**config.mk**
```make
export PLATFORM = sky130hd
export DESIGN_NAME = cam_capture
export DESIGN_NICKNAME = d
export VERILOG_FILES = /design/src/rtl/cam_capture_pkg.sv /design/src/rtl/cam_capture_sync_edge.sv /design/src/rtl/cam_capture.sv
export SDC_FILE = /design/constraint.sdc
export NUM_CORES = 1
export LEC_CHECK = 0
export ABC_AREA = 1
export CAP_MARGIN = 40
export CORE_UTILIZATION = 61
export DETAILED_ROUTE_END_ITERATION = 10
export PLACE_DENSITY_LB_ADDON = 0.08
export SYNTH_ARGS = -nofsm -noshare
export SYNTH_HDL_FRONTEND = slang
export SYNTH_SLANG_ARGS = --single-unit
```
**constraint.sdc**
```tcl
create_clock -name clk -period 8.6 [get_ports clk]
set_input_delay 1.29 -clock clk [delete_from_list [all_inputs] [get_ports clk]]
set_output_delay 1.29 -clock clk [all_outputs]
set_load 0.01 [all_outputs]
```
**src/rtl/cam_capture_pkg.sv**
```systemverilog
// Shared frame-buffer geometry and colour layout for the capture writer and
// the colour-processing reader.
package cam_capture_pkg;

    // Camera geometry and decimation
    localparam int c_cam_cols    = 640;
    localparam int c_cam_rows    = 480;
    localparam int c_dec_log2    = 3;

    // Buffer image geometry
    localparam int c_img_cols    = c_cam_cols >> c_dec_log2;
    localparam int c_img_rows    = c_cam_rows >> c_dec_log2;
    localparam int c_img_pxls    = c_img_cols * c_img_rows;
    localparam int c_nb_img_pxls = 13;

    // Buffer word layout: R[11:8] G[7:4] B[3:0]
    localparam int c_nb_buf_red   = 4;
    localparam int c_nb_buf_green = 4;
    localparam int c_nb_buf_blue  = 4;
    localparam int c_nb_buf       = c_nb_buf_red + c_nb_buf_green + c_nb_buf_blue;
    localparam int c_msb_red      = c_nb_buf - 1;
    localparam int c_msb_green    = c_msb_red - c_nb_buf_red;
    localparam int c_msb_blue     = c_msb_green - c_nb_buf_green;

    typedef enum logic {
        WAIT_FRAME = 1'b0,
        CAPTURE    = 1'b1
    } cap_state_t;

    // Pack a red nibble and the camera's {G,B} byte into one buffer word
    function automatic logic [c_nb_buf-1:0] pack_pxl(
        input logic [c_nb_buf_red-1:0]                  red,
        input logic [c_nb_buf_green+c_nb_buf_blue-1:0]  gb
    );
        return {red, gb};
    endfunction

endpackage

```
**src/rtl/cam_capture_sync_edge.sv**
```systemverilog
// Two-flop synchronizer with a third stage that aligns the level output with
// registered rise/fall strobes, so data and edges come out in the same cycle.
module cam_sync_edge #(
    parameter int W = 1
) (
    input  logic         clk,
    input  logic         rst,
    input  logic [W-1:0] d_i,
    output logic [W-1:0] sync_o,
    output logic [W-1:0] rise_o,
    output logic [W-1:0] fall_o
);

    logic [W-1:0] s1_q, s2_q, s3_q, rise_q, fall_q;

    // Synchronize, delay one more stage and register the edge strobes
    always_ff @(posedge clk or posedge rst) begin
        if (rst) begin
            s1_q   <= '0;
            s2_q   <= '0;
            s3_q   <= '0;
            rise_q <= '0;
            fall_q <= '0;
        end else begin
            s1_q   <= d_i;
            s2_q   <= s1_q;
            s3_q   <= s2_q;
            rise_q <= s2_q & ~s3_q;
            fall_q <= ~s2_q & s3_q;
        end
    end

    assign sync_o = s3_q;
    assign rise_o = rise_q;
    assign fall_o = fall_q;

endmodule

```
**src/rtl/cam_capture.sv**
```systemverilog
// Camera capture writer: samples an RGB444 byte stream, decimates it by
// 2^DEC_LOG2 in both axes and writes 12-bit pixels into the frame buffer.
// Geometry parameters default to the package values.
module cam_capture
    import cam_capture_pkg::*;
#(
    parameter int CAM_COLS = c_cam_cols,
    parameter int CAM_ROWS = c_cam_rows,
    parameter int DEC_LOG2 = c_dec_log2
) (
    input  logic                     clk,
    input  logic                     rst,
    input  logic                     capture_en_i,
    input  logic                     cam_pclk_i,
    input  logic                     cam_vsync_i,
    input  logic                     cam_href_i,
    input  logic [7:0]               cam_data_i,
    output logic                     buf_we_o,
    output logic [c_nb_img_pxls-1:0] buf_addr_o,
    output logic [c_nb_buf-1:0]      buf_pxl_o,
    output logic                     frame_done_o,
    output logic                     frame_err_o
);

    localparam int IMG_PXLS = (CAM_COLS >> DEC_LOG2) * (CAM_ROWS >> DEC_LOG2);
    localparam int NB_COL   = $clog2(CAM_COLS + 1);
    localparam int NB_ROW   = $clog2(CAM_ROWS + 1);

    localparam logic [NB_COL-1:0]        COL_MAX = NB_COL'(CAM_COLS);
    localparam logic [NB_ROW-1:0]        ROW_MAX = NB_ROW'(CAM_ROWS);
    localparam logic [c_nb_img_pxls-1:0] PXL_MAX = c_nb_img_pxls'(IMG_PXLS);

    // Synchronized camera signals
    logic       pclk_sync, pclk_rise, pclk_fall;
    logic       vsync_sync, vsync_rise, vsync_fall;
    logic       href_sync, href_rise, href_fall;
    logic [7:0] data_sync, data_rise, data_fall;

    cam_sync_edge #(.W(1)) u_sync_pclk (
        .clk    (clk),
        .rst    (rst),
        .d_i    (cam_pclk_i),
        .sync_o (pclk_sync),
        .rise_o (pclk_rise),
        .fall_o (pclk_fall)
    );

    cam_sync_edge #(.W(1)) u_sync_vsync (
        .clk    (clk),
        .rst    (rst),
        .d_i    (cam_vsync_i),
        .sync_o (vsync_sync),
        .rise_o (vsync_rise),
        .fall_o (vsync_fall)
    );

    cam_sync_edge #(.W(1)) u_sync_href (
        .clk    (clk),
        .rst    (rst),
        .d_i    (cam_href_i),
        .sync_o (href_sync),
        .rise_o (href_rise),
        .fall_o (href_fall)
    );

    cam_sync_edge #(.W(8)) u_sync_data (
        .clk    (clk),
        .rst    (rst),
        .d_i    (cam_data_i),
        .sync_o (data_sync),
        .rise_o (data_rise),
        .fall_o (data_fall)
    );

    // Edge/level outputs the capture logic has no use for
    logic unused_sync;
    assign unused_sync = ^{pclk_sync, pclk_fall, vsync_sync, href_rise,
                           data_rise, data_fall};

    // Capture state
    cap_state_t                 state_q;
    logic                       phase_q;
    logic [NB_COL-1:0]          col_q;
    logic [NB_ROW-1:0]          row_q;
    logic [c_nb_img_pxls-1:0]   addr_q;
    logic [c_nb_buf_red-1:0]    red_q;

    // Registered outputs
    logic                       buf_we_q;
    logic [c_nb_img_pxls-1:0]   buf_addr_q;
    logic [c_nb_buf-1:0]        buf_pxl_q;
    logic                       frame_done_q;
    logic                       frame_err_q;

    // A completed pixel is kept only on the decimation grid, inside the
    // camera frame, and while the buffer still has room
    logic keep_pxl;
    assign keep_pxl = (col_q[DEC_LOG2-1:0] == '0) && (row_q[DEC_LOG2-1:0] == '0) &&
                      (col_q < COL_MAX) && (row_q < ROW_MAX) && (addr_q < PXL_MAX);

    // Frame FSM: wait for vsync fall, assemble byte pairs into pixels,
    // track line/column position and report the frame outcome on vsync rise
    always_ff @(posedge clk or posedge rst) begin
        if (rst) begin
            state_q      <= WAIT_FRAME;
            phase_q      <= 1'b0;
            col_q        <= '0;
            row_q        <= '0;
            addr_q       <= '0;
            red_q        <= '0;
            buf_we_q     <= 1'b0;
            buf_addr_q   <= '0;
            buf_pxl_q    <= '0;
            frame_done_q <= 1'b0;
            frame_err_q  <= 1'b0;
        end else begin
            buf_we_q     <= 1'b0;
            frame_done_q <= 1'b0;
            frame_err_q  <= 1'b0;
            case (state_q)
                WAIT_FRAME: begin
                    if (vsync_fall && capture_en_i) begin
                        col_q   <= '0;
                        row_q   <= '0;
                        addr_q  <= '0;
                        phase_q <= 1'b0;
                        state_q <= CAPTURE;
                    end
                end
                CAPTURE: begin
                    if (vsync_rise) begin
                        // End of frame takes priority over a coincident line end
                        if (addr_q == PXL_MAX) frame_done_q <= 1'b1;
                        else                   frame_err_q  <= 1'b1;
                        state_q <= WAIT_FRAME;
                    end else if (href_fall) begin
                        // A dangling first byte is dropped with the phase reset
                        col_q   <= '0;
                        phase_q <= 1'b0;
                        if (row_q != ROW_MAX) row_q <= row_q + NB_ROW'(1);
                    end else if (pclk_rise && href_sync) begin
                        if (!phase_q) begin
                            red_q   <= data_sync[c_nb_buf_red-1:0];
                            phase_q <= 1'b1;
                        end else begin
                            phase_q <= 1'b0;
                            if (keep_pxl) begin
                                buf_pxl_q  <= pack_pxl(red_q, data_sync);
                                buf_addr_q <= addr_q;
                                buf_we_q   <= 1'b1;
                                addr_q     <= addr_q + c_nb_img_pxls'(1);
                            end
                            if (col_q != COL_MAX) col_q <= col_q + NB_COL'(1);
                        end
                    end
                end
                default: state_q <= WAIT_FRAME;
            endcase
        end
    end

    assign buf_we_o     = buf_we_q;
    assign buf_addr_o   = buf_addr_q;
    assign buf_pxl_o    = buf_pxl_q;
    assign frame_done_o = frame_done_q;
    assign frame_err_o  = frame_err_q;

endmodule

```
==> results of run 1 <==
## through the flow
stage | hold WS [ns] | util [%] | setup WS [ns] | power [W]
floorplan | 0.331 | - | 4.61 | 0.000709
global placement | 0.332 | 70.8 | 5.69 | 0.000764
detailed placement | 0.335 | 70.8 | 5.67 | 0.000775
CTS | 0.350 | 73.7 | 5.97 | 0.00107
global route | 0.350 | 73.7 | 5.85 | 0.00112
finish | 0.349 | 73.7 | 5.99 | 0.00107
## cell families (layout without fill, tap and decap cells)
family	count (synthesis)	after routing	share of synthesized area, %
AO/OA/AOI/OAI	52	52	6.55
XOR/XNOR	4	4	0.780
adder cells (fa/ha/maj)	6	6	1.67
buffers and inverters	71	116	7.44
AND/OR/NAND/NOR	265	265	26.2
flip-flops	103	103	57.4
## cells in the final DEF, fill, tap and decap left out, types with 2 or more instances in the layout
cell	Yosys	layout
inv_2	5	5
clkdlybuf4s50_1	0	41
or2_2	2	2
nand2_2	14	14
o21ai_0	17	17
clkinv_8	0	2
nor3_1	11	11
inv_4	1	2
nand3_1	38	38
nand4_1	17	17
dfrtp_1	103	103
xnor2_1	2	2
nand2_1	142	142
xor2_1	2	2
clkinv_4	0	4
o21ai_2	5	5
o21ai_1	26	26
inv_1	52	51
clkbuf_8	0	9
ha_1	6	6
nor2_1	35	35
## area by class of cell
type / count / area (sq um)
clock buffers: 9 / 124
clock inverters: 7 / 78.8
fillers: 502 / 1820
inverters: 58 / 223
multi-input cells: 327 / 1580
flip-flops and latches: 103 / 2580
well taps: 96 / 120
repair buffers: 42 / 418
## flip-flops by register name, summed over array words and instances (netlist names), 4 cells and up
name,count
addr_q,13
buf_addr_o,13
buf_pxl_o,12
col_q,10
red_q,4
row_q,9
u_sync_data.s1_q,8
u_sync_data.s2_q,8
u_sync_data.sync_o,8
## report_power, final
part	switching (W)	internal [W]	leakage (nW)
combinational	0.000112	0.0000728	1.00
sequential	0.0000501	0.000531	1.34
clock	0.000185	0.000114	0.101
## how the worst min path moves through the flow
stage,endpoint,cells past startpoint
3_5_place_dp,u_sync_data.sync_o[0]$_DFF_PP0_,0
4_1_cts,u_sync_data.sync_o[1]$_DFF_PP0_,0
3_3_place_gp,u_sync_data.sync_o[5]$_DFF_PP0_,0
5_1_grt,u_sync_data.sync_o[1]$_DFF_PP0_,0
6_report,u_sync_data.sync_o[1]$_DFF_PP0_,0
2_1_floorplan,u_sync_data.s2_q[0]$_DFF_PP0_,0
## per-layer routing
metal	global-route usage (%)	up-vias	wire length [um]	part of all wire, %
li1	-	1676	-	-
met1	34.3	1580	3970	47
met2	37.3	97	3890	46
met3	4.05	14	377	4.5
met4	9.84	0	160	1.9
met5	0	-	0	0
==> metrics.md, run 1 <==
| Metric | Value |
|---|---|
| Crit path cell chain | clkdlybuf4s50_1 |
| Die height | roughly 88 um |
| Leakage power | around 2.4 nW |
| CP Launch Type | flop |
| Worst path top cell family by delay | buffers and inverters |
| Placed Area | slightly below 0.005 sq mm |
| Share of cells above drive strength 1 | ~9% |
| CP max stage delay | roughly 0.56 ns |
| Worst EP arrival | between 1 and 1.5 ns |
| Row count | 30 |
| Top cells by count, synth | nand2_1 (142), dfrtp_1 (103), inv_1 (52) |
| Slew Viols, Final | 0 |
| Die Width | between 80 and 90 um |
| Final Hold Vio Count | 0 |
| Worst-case reg-to-reg path depth | 11 |
| Root Driver | clkbuf_8 |
| Fin Setup TNS | 0 ns |
| Critical path depth in cells | 1 |
| Final instance count without filler cells | approximately 640 |
| Synth cell types | 32 |
| Clock Sinks | between 100 and 150 |
| Min Tclk post-route | ~2.6 ns |
| ANT cells | 0 |
| Vias in the first global route | 3060 |
| Status | finished, final reports clean |
| Setup violators final | 0 |
| Max Buffers Root-to-Sink | 2 |
| Total track usage | 24.1% |
| Hold Startpoint | u_sync_data.s2_q[1]$_DFF_PP0_ |
| Total of warnings raised by yosys | 0 |
| First-pass GRT wire length | 14100 um |
| Post-Synthesis Cells | between 500 and 600 |
| Largest net degree at the start of global routing | between 70 and 80 |
| Port bufs | 41 |
| R2r endpoint | buf_addr_o[0]$_DFFE_PP0P_ |
| Critical Path Start | buf_addr_o[12]$_DFFE_PP0P_ |
| Initial Utilization | roughly two thirds |
| Most common cell in the netlist | nand2_1 |
| Hold_buf cts | 0 |
| Fmax achieved | 0.383 GHz |
| Worst Setup EP | buf_addr_o[12] |
| Die Footprint | a little under 0.008 sq mm |
| Syn nets | 521 |
| Starting DRC count in detailed routing | 241 |
| Crit path capture type | output port |
| Fraction of registers with async set/reset | between 90% and 100% |
| Worst Tran Pin Value | roughly 0.83 ns |
| Slew headroom | around 45% |
| DR pass1 iterations | 5 |
| RR Startpoint | row_q[0]$_DFFE_PP0P_ |
| Avg WL per Cell | approximately 13 um |
| CTS tree | built |
| Postcts setup bufs | 0 |
| Congestion Overflow GR | 0 |
| RD Place Congestion | around 0.87 |
| Crit path max fanout | 2 |
| Crit Path Class | reg -> out |
| Final net count | 561 |
| Antenna viol nets, final | 0 |
| Core Region | roughly 0.0069 sq mm |
| Flop2flop setup slack | approximately 6.4 ns |
| RSZ-0062 raised after global routing | no |
| Buffers & Inverters on Critical Path | 1 |
| Yosys top cell area share | 57.4% |
| Post-synthesis sequential area ratio | 57.4% |
| Most used DFF post-synth | dfrtp_1 |
| Htree depth | 3 |
| Ports | 42 |
| Post-CTS sizing | 0 |
| Synth area leader | dfrtp_1 |
| Critical Path RT | ~7.3 ns |
| Worst-skew pair later-pin latency | ~0.37 ns |
| Area contributors post-synth | dfrtp_1 (57%), nand2_1 (12%), inv_1 (4.3%) |
| Finished Cell Area | about 0.0051 sq mm |
| Pwr per Cell Area | ~210 mW/mm^2 |
| Worst Skew | 0.0121 ns |
| DP Wirelength | 5710 um |
| Register bit count reported by yosys | ~100 |
| Post-synthesis instance area | ~0.0045 sq mm |
| Post-route DRC | 0 |
| Hold crit path type | reg -> reg |
| TritonCTS Buffers | 9 |
| Peak VDD IR | between 0.1 and 0.15 mV |
| Area growth from synthesis to layout | 14.0% |
| Routed WL | about 8400 um |
| Via count | approximately 3400 |
| Max_cap viols | 0 |
| Synthesized area per cell | ~9 sq um |
| Initial antenna violation count | 0 |
| Worst-path clk slew | 0.11 ns |
| Slowest-stage cell, CP | clkdlybuf4s50_1 |
| Final Cycle Share | between 30% and 40% |
| Placed cells | 626 |
| Drt via density | ~5.2 |
| Post-synth EDFFs | 0 |
(Power assumes the default switching activity.)
==> inputs of run 2 (changes only) <==
--- a/config.mk
+++ b/config.mk
@@ -7,7 +7,7 @@
 export LEC_CHECK = 0
 export ABC_AREA = 1
 export CAP_MARGIN = 40
-export CORE_UTILIZATION = 61
+export CORE_UTILIZATION = 51
 export DETAILED_ROUTE_END_ITERATION = 10
 export PLACE_DENSITY_LB_ADDON = 0.08
 export SYNTH_ARGS = -nofsm -noshare
==> constraint.sdc (replaced) <==
create_clock -name clk -period 2.13 [get_ports clk]
set_input_delay 0.3195 -clock clk [delete_from_list [all_inputs] [get_ports clk]]
set_output_delay 0.3195 -clock clk [all_outputs]
set_load 0.01 [all_outputs]
==> run 2 against run 1 <==
Critical endpoint is now buf_addr_o[0]$_DFFE_PP0P_. Critical path type is now reg -> reg. First-iteration DRC count fell by 19%. Die area increased by 19%. Final cell count is 2.0% higher. Non-clock buffer count is 5 higher. Combinational power rose to 4.2 times the previous value. Clock skew is 0.0017 ns lower. Largest power group unchanged. Global-route usage shrank 4.4 points. Sequential power grew to 4.0 times the previous value. Register-to-register slack got worse by 6.1 ns.
==> metrics.md, run 2 (synthesis results as in run 1) <==
| Metric | Value |
|---|---|
| Most common cell after layout, fill and taps aside | nand2_1 |
| Worst Skew | 0.0104 ns (-0.00172 ns) |
| Min Tclk post-route | around 1.9 ns |
| Slew headroom | 64.9% (+20 points) |
| Via count | 3321 (-1.4%) |
| Hold_ws | 0.357 ns (+0.00751 ns) |
| Die Footprint | 0.00918 sq mm (+19%) |
| Vias in the first global route | 2985 (-2.5%) |
| Final worst slack | 0.255 ns (-5.73 ns) |
| Max Buffers Root-to-Sink | 2 (unchanged) |
| Worst Tran Pin Value | 0.527 ns (-0.303 ns) |
| Routed WL | 8200 um (-2.3%) |
| Die height | 95.8 um (+9.2%) |
| Final net count | 566 (+0.89%) |
| Ports | 42 (unchanged) |
| TritonCTS Buffers | 9 (unchanged) |
| Hold crit path type | reg -> reg |
| Crit path max fanout | 20 (+18) |
| Worst hold path depth | 0 (unchanged) |
| Hold_buf cts | 0 (unchanged) |
| Worst-skew pair later-pin latency | 0.37 ns (about the same) |
| Starting DRC count in detailed routing | 195 (-19%) |
| Setup violators final | 0 (unchanged) |
| Area growth from synthesis to layout | 15.0% |
| Core Region | 0.00838 sq mm (+21%) |
| Placed Area | 0.00498 sq mm (+1.3%) |
| Htree depth | 3 (unchanged) |
| CP max stage delay | 0.43 ns (-0.13 ns) |
| Largest net degree at the start of global routing | 104 (+46%) |
| Root Driver | clkbuf_8 |
| Most frequent cells in the layout | nand2_1 (142), dfrtp_1 (103), inv_1 (51) |
| Worst EP arrival | 2.15 ns (+0.83 ns) |
| Critical Path RT | 2.40 ns (-4.91 ns) |
| Clock Sinks | 103 (unchanged) |
| Worst-path clk slew | 0.10 ns (about the same) |
| Fmax achieved | approximately 0.53 GHz |
| Worst-case reg-to-reg path depth | 11 (unchanged) |
| R2r endpoint | buf_addr_o[0]$_DFFE_PP0P_ |
| Crit path cell chain | inv_1 -> ha_1 -> nand2_2 -> nor2_1 -> nand3_1 -> nor2_1 -> nand2_4 -> inv_4 -> nand2_1 -> nand2_1 -> inv_1 |
| Final total power | 0.00425 W (+300%) |
| Post-CTS sizing | 0 (unchanged) |
| Row count | 33 (+10%) |
| Final Cycle Share | 88.0% |
| Status | finished, final reports clean |
| Avg WL per Cell | 12.5 um (-4.2%) |
| Critical Path Start | row_q[0]$_DFFE_PP0P_ |
| Leakage power | 2.46 nW (+0.68%) |
| Min-Delay Endpoint | u_sync_data.s2_q[1]$_DFF_PP0_ |
| Fin Setup TNS | 0 ns (unchanged) |
| Postcts setup bufs | 0 (unchanged) |
| Crit Path Class | reg -> reg |
| Drt via density | 5.07 (-3.3%) |
| Final Hold Vio Count | 0 (unchanged) |
| Finished Cell Area | 0.00517 sq mm (+0.90%) |
| Congestion Overflow GR | 0 (unchanged) |
| Slowest-stage cell, CP | dfrtp_1 |
| Peak VDD IR | 0.495 mV (+280%) |
| Initial antenna violation count | 0 (unchanged) |
| RR Startpoint | row_q[0]$_DFFE_PP0P_ |
| Flop2flop setup slack | 0.26 ns (-6.10 ns) |
| DR pass1 iterations | 4 (-1) |
| Initial Utilization | 53.6% (-11 points) |
| Max_cap viols | 0 (unchanged) |
| Share of cells above drive strength 1 | 9.82% (+0.66 points) |
| Total track usage | 19.7% (-4.4 points) |
| RSZ-0062 raised after global routing | no |
| ANT cells | 0 (unchanged) |
| DP Wirelength | 5590 um (-2.2%) |
| Pre-CTS setup slack | 0.254 ns (-5.42 ns) |
| First-pass GRT wire length | 13800 um (-2.2%) |
| Post-route DRC | 0 (unchanged) |
| Die Width | 95.8 um (+9.2%) |
| RD Place Congestion | 0.850 (-2.1%) |
| CTS tree | built |
| Pwr per Cell Area | 823 mW/mm^2 (+300%) |
| Hold Startpoint | u_sync_data.s1_q[1]$_DFF_PP0_ |
| Slew Viols, Final | 0 (unchanged) |
| CP Launch Type | flop |
| Antenna viol nets, final | 0 (unchanged) |
| Crit path capture type | flop |
| Port bufs | 41 (unchanged) |
run 2: critical path, delay by kind of cell, from the launching register on:
family                   cells  cell delay [ns]
adder cells (fa/ha/maj)      1             0.19
flip-flops                   1             0.43
AND/OR/NAND/NOR              7             0.74
buffers and inverters        3             0.39
run 2: where the power goes:
group          internal, W  total [W]  switching [W]
logic             0.000304   0.000775       0.000471
clock network     0.000454    0.00117       0.000716
registers          0.00215    0.00231       0.000164
run 2: worst max-delay path by stage:
stage,endpoint,slack [ns]
global placement,buf_addr_o[0]$_DFFE_PP0P_,0.31
CTS,buf_addr_o[0]$_DFFE_PP0P_,0.23
global route,buf_addr_o[0]$_DFFE_PP0P_,0.02
finish,buf_addr_o[0]$_DFFE_PP0P_,0.26
floorplan,addr_q[0]$_DFFE_PP0P_,0.58
detailed placement,buf_addr_o[0]$_DFFE_PP0P_,0.25
run 2: metal layers:
layer,wire length (um),GRT usage [%]
met2,3630,30.2
met3,323,5.29
met4,83,5.47
met1,4170,27.9
met5,0,0
run 2: area by class of cell:
class | instances | area (sq um)
multi-input cells | 327 | 1580
inverters | 58 | 224
fillers | 737 | 3220
flip-flops and latches | 103 | 2580
clock inverters | 6 | 62.6
clock buffers | 9 | 124
well taps | 105 | 131
repair buffers | 47 | 468
run 2: stage by stage:
stage	cells	util (%)
global route	655	61.6
global placement	640	59.4
floorplan	501	-
detailed placement	640	59.4
CTS	655	61.6
finish	655	61.6
==> inputs of run 3 (changes only) <==
--- a/config.mk
+++ b/config.mk
@@ -7,8 +7,9 @@
 export LEC_CHECK = 0
 export ABC_AREA = 1
 export CAP_MARGIN = 40
-export CORE_UTILIZATION = 51
+export CORE_UTILIZATION = 57
 export DETAILED_ROUTE_END_ITERATION = 10
+export DONT_BUFFER_PORTS = 1
 export PLACE_DENSITY_LB_ADDON = 0.08
 export SYNTH_ARGS = -nofsm -noshare
 export SYNTH_HDL_FRONTEND = slang
==> run 3 against run 2 <==
Clock power is 5% higher. Die area fell by 10%. Maximum frequency is 1.7% higher. Sequential power about the same. Critical path depth decreased by 1. Critical path type unchanged. Via count shrank 1.7%. Register-to-register slack better by 0.03 ns. Clock skew grew 0.0049 ns.
==> metrics.md, run 3 (synthesis results as in run 1) <==
| Metric | Value |
|---|---|
| Share of cells above drive strength 1 | 10.7% (+0.89 points) |
| Pre-CTS setup slack | 0.291 ns (+0.0367 ns) |
| Setup violators final | 0 (unchanged) |
| Crit path capture type | flop |
| Hold crit path type | in -> reg |
| Slowest-stage cell, CP | dfrtp_1 |
| Die Width | 90.8 um (-5.3%) |
| Seq pwr share | 55.3% (+1.0 points) |
| Worst Tran Pin Value | 0.490 ns (-0.0365 ns) |
| R2r endpoint | addr_q[8]$_DFFE_PP0P_ |
| Via count | 3263 (-1.7%) |
| CP max stage delay | 0.44 ns (about the same) |
| Slew Viols, Final | 0 (unchanged) |
| Post-route DRC | 0 (unchanged) |
| Comb pwr share | 15.6% (-2.6 points) |
| Clock Sinks | 103 (unchanged) |
| Leakage power | 2.38 nW (-3.2%) |
| Starting DRC count in detailed routing | 185 (-5.1%) |
| CTS tree | built |
| Fin Setup TNS | 0 ns (unchanged) |
| Pwr per Cell Area | 861 mW/mm^2 (+4.5%) |
| Crit path cell chain | inv_1 -> ha_1 -> nand2_2 -> nor2_1 -> nand3_1 -> nor2_1 -> nand2_4 -> buf_4 -> nand3_1 -> nand2_1 |
| Worst-skew pair later-pin latency | 0.38 ns (about the same) |
| Root Driver | clkbuf_8 |
| Max_cap viols | 0 (unchanged) |
| Final worst slack | 0.286 ns (+0.0312 ns) |
| Ports | 42 (unchanged) |
| Placed Area | 0.00459 sq mm (-7.9%) |
| Sw power | 0.00139 W (+2.9%) |
| RSZ-0062 raised after global routing | no |
| Slew headroom | 67.3% (+2.4 points) |
| Avg WL per Cell | 13.2 um (+5.1%) |
| Area growth from synthesis to layout | 9.42% |
| RR Startpoint | row_q[0]$_DFFE_PP0P_ |
| Final Cycle Share | 86.6% (-1.5 points) |
| Postcts setup bufs | 0 (unchanged) |
| Fmax achieved | 0.542 GHz (+1.7%) |
| Final net count | 538 (-4.9%) |
| Max Buffers Root-to-Sink | 2 (unchanged) |
| Crit Path Class | reg -> reg |
| Crit path max fanout | 25 (+25%) |
| Drt via density | 5.22 (+3.0%) |
| Vias in the first global route | 3151 (+5.6%) |
| Final Hold Vio Count | 0 (unchanged) |
| Flop2flop setup slack | 0.29 ns (+0.03 ns) |
| Congestion Overflow GR | 0 (unchanged) |
| Peak VDD IR | 0.498 mV (+0.46%) |
| DR pass1 iterations | 4 (unchanged) |
| Port bufs | 0 (-100%) |
| ANT cells | 0 (unchanged) |
| Htree depth | 3 (unchanged) |
| First-pass GRT wire length | 14300 um (+3.7%) |
| TritonCTS Buffers | 9 (unchanged) |
| Largest net degree at the start of global routing | 34 (-67%) |
| Internal | 0.00284 W (-2.2%) |
| Worst-case reg-to-reg path depth | 10 (-1) |
| Die Footprint | 0.00824 sq mm (-10%) |
| Row count | 32 (-3.0%) |
| Worst path top cell family by delay | simple AND/OR/NAND/NOR gates |
| Power share of the clock group | 29.1% (+1.6 points) |
| Total track usage | 22.1% (+2.4 points) |
| Antenna viol nets, final | 0 (unchanged) |
| Hold Startpoint | capture_en_i |
| RD Place Congestion | 0.869 (+2.3%) |
| Finished Cell Area | 0.00491 sq mm (-4.9%) |
| CP Launch Type | flop |
| Worst Skew | 0.0153 ns (+0.00489 ns) |
| Critical Path RT | 2.40 ns (about the same) |
| Routed WL | 8230 um (+0.27%) |
| Most common cell after layout, fill and taps aside | nand2_1 |
| DP Wirelength | 5720 um (+2.5%) |
| Die height | 90.8 um (-5.3%) |
| Worst hold path depth | 2 (+2) |
| Initial Utilization | 58.4% (+4.8 points) |
| Hold_ws | 0.149 ns (-0.208 ns) |
| Sw Ratio | 32.9% (+1.1 points) |
| Core Region | 0.00769 sq mm (-8.3%) |
| Most frequent cells in the layout | nand2_1 (142), dfrtp_1 (103), inv_1 (51) |
| Worst-path clk slew | 0.11 ns (about the same) |
| Buffers & Inverters on Critical Path | 2 (-1) |
| Min-Delay Endpoint | state_q$_DFF_PP0_ |
| Worst EP arrival | 2.12 ns (-0.03 ns) |
| Initial antenna violation count | 0 (unchanged) |
| Status | finished, final reports clean |
| Min Tclk post-route | 1.84 ns (-0.0312 ns) |
## run 3: timing repair
action	CTS	global route
hold buffers	12	0
setup endpoints to repair	0	0
hold endpoints to repair	28	0
resized for setup	0	0
## run 3: layer usage
| layer | GRT usage (%) | up-vias | part of all wire [%] |
|---|---|---|---|
| met5 | 0 | - | 0 |
| met4 | 7.66 | 0 | 1.6 |
| met2 | 33.5 | 81 | 46 |
| met3 | 5.47 | 11 | 4.4 |
| li1 | - | 1634 | - |
| met1 | 31.1 | 1537 | 48 |
## run 3: how the worst max path moves through the flow
stage / start / endpoint / slack (ns) / cells after the start
detailed placement: row_q[0]$_DFFE_PP0P_ / addr_q[8]$_DFFE_PP0P_ / 0.29 / 10
finish: row_q[0]$_DFFE_PP0P_ / addr_q[8]$_DFFE_PP0P_ / 0.29 / 10
global placement: row_q[0]$_DFFE_PP0P_ / addr_q[2]$_DFFE_PP0P_ / 0.36 / 10
floorplan: rst / addr_q[0]$_DFFE_PP0P_ / 0.58 / 1
global route: row_q[0]$_DFFE_PP0P_ / buf_addr_o[10]$_DFFE_PP0P_ / 0.11 / 10
CTS: row_q[0]$_DFFE_PP0P_ / addr_q[8]$_DFFE_PP0P_ / 0.28 / 10
## run 3: cell type report
type	count	area [sq um]
fill	655	2770
sequential	103	2580
multi-input combinational	327	1580
inverter	58	224
timing repair buffer	19	198
tap	102	128
clock buffer	9	124
clock inverter	7	83.8
## run 3: metrics by stage
| step | instances | utilization (%) | power (W) |
|---|---|---|---|
| 3_3_place_gp | 597 | 59.7 | 0.00299 |
| 6_report | 625 | 63.9 | 0.00423 |
| 4_1_cts | 625 | 63.9 | 0.00427 |
| 2_1_floorplan | 501 | - | 0.00286 |
| 5_1_grt | 625 | 63.9 | 0.00447 |
| 3_5_place_dp | 597 | 59.7 | 0.00302 |
## run 3: power groups by stage
stage          clock (W)  sequential [W]  combinational [W]
2_1_floorplan          0         0.00233           0.000535
3_3_place_gp           0         0.00237           0.000626
3_5_place_dp           0         0.00238           0.000639
4_1_cts          0.00126         0.00234           0.000669
5_1_grt          0.00134         0.00237           0.000762
6_report         0.00123         0.00234           0.000660
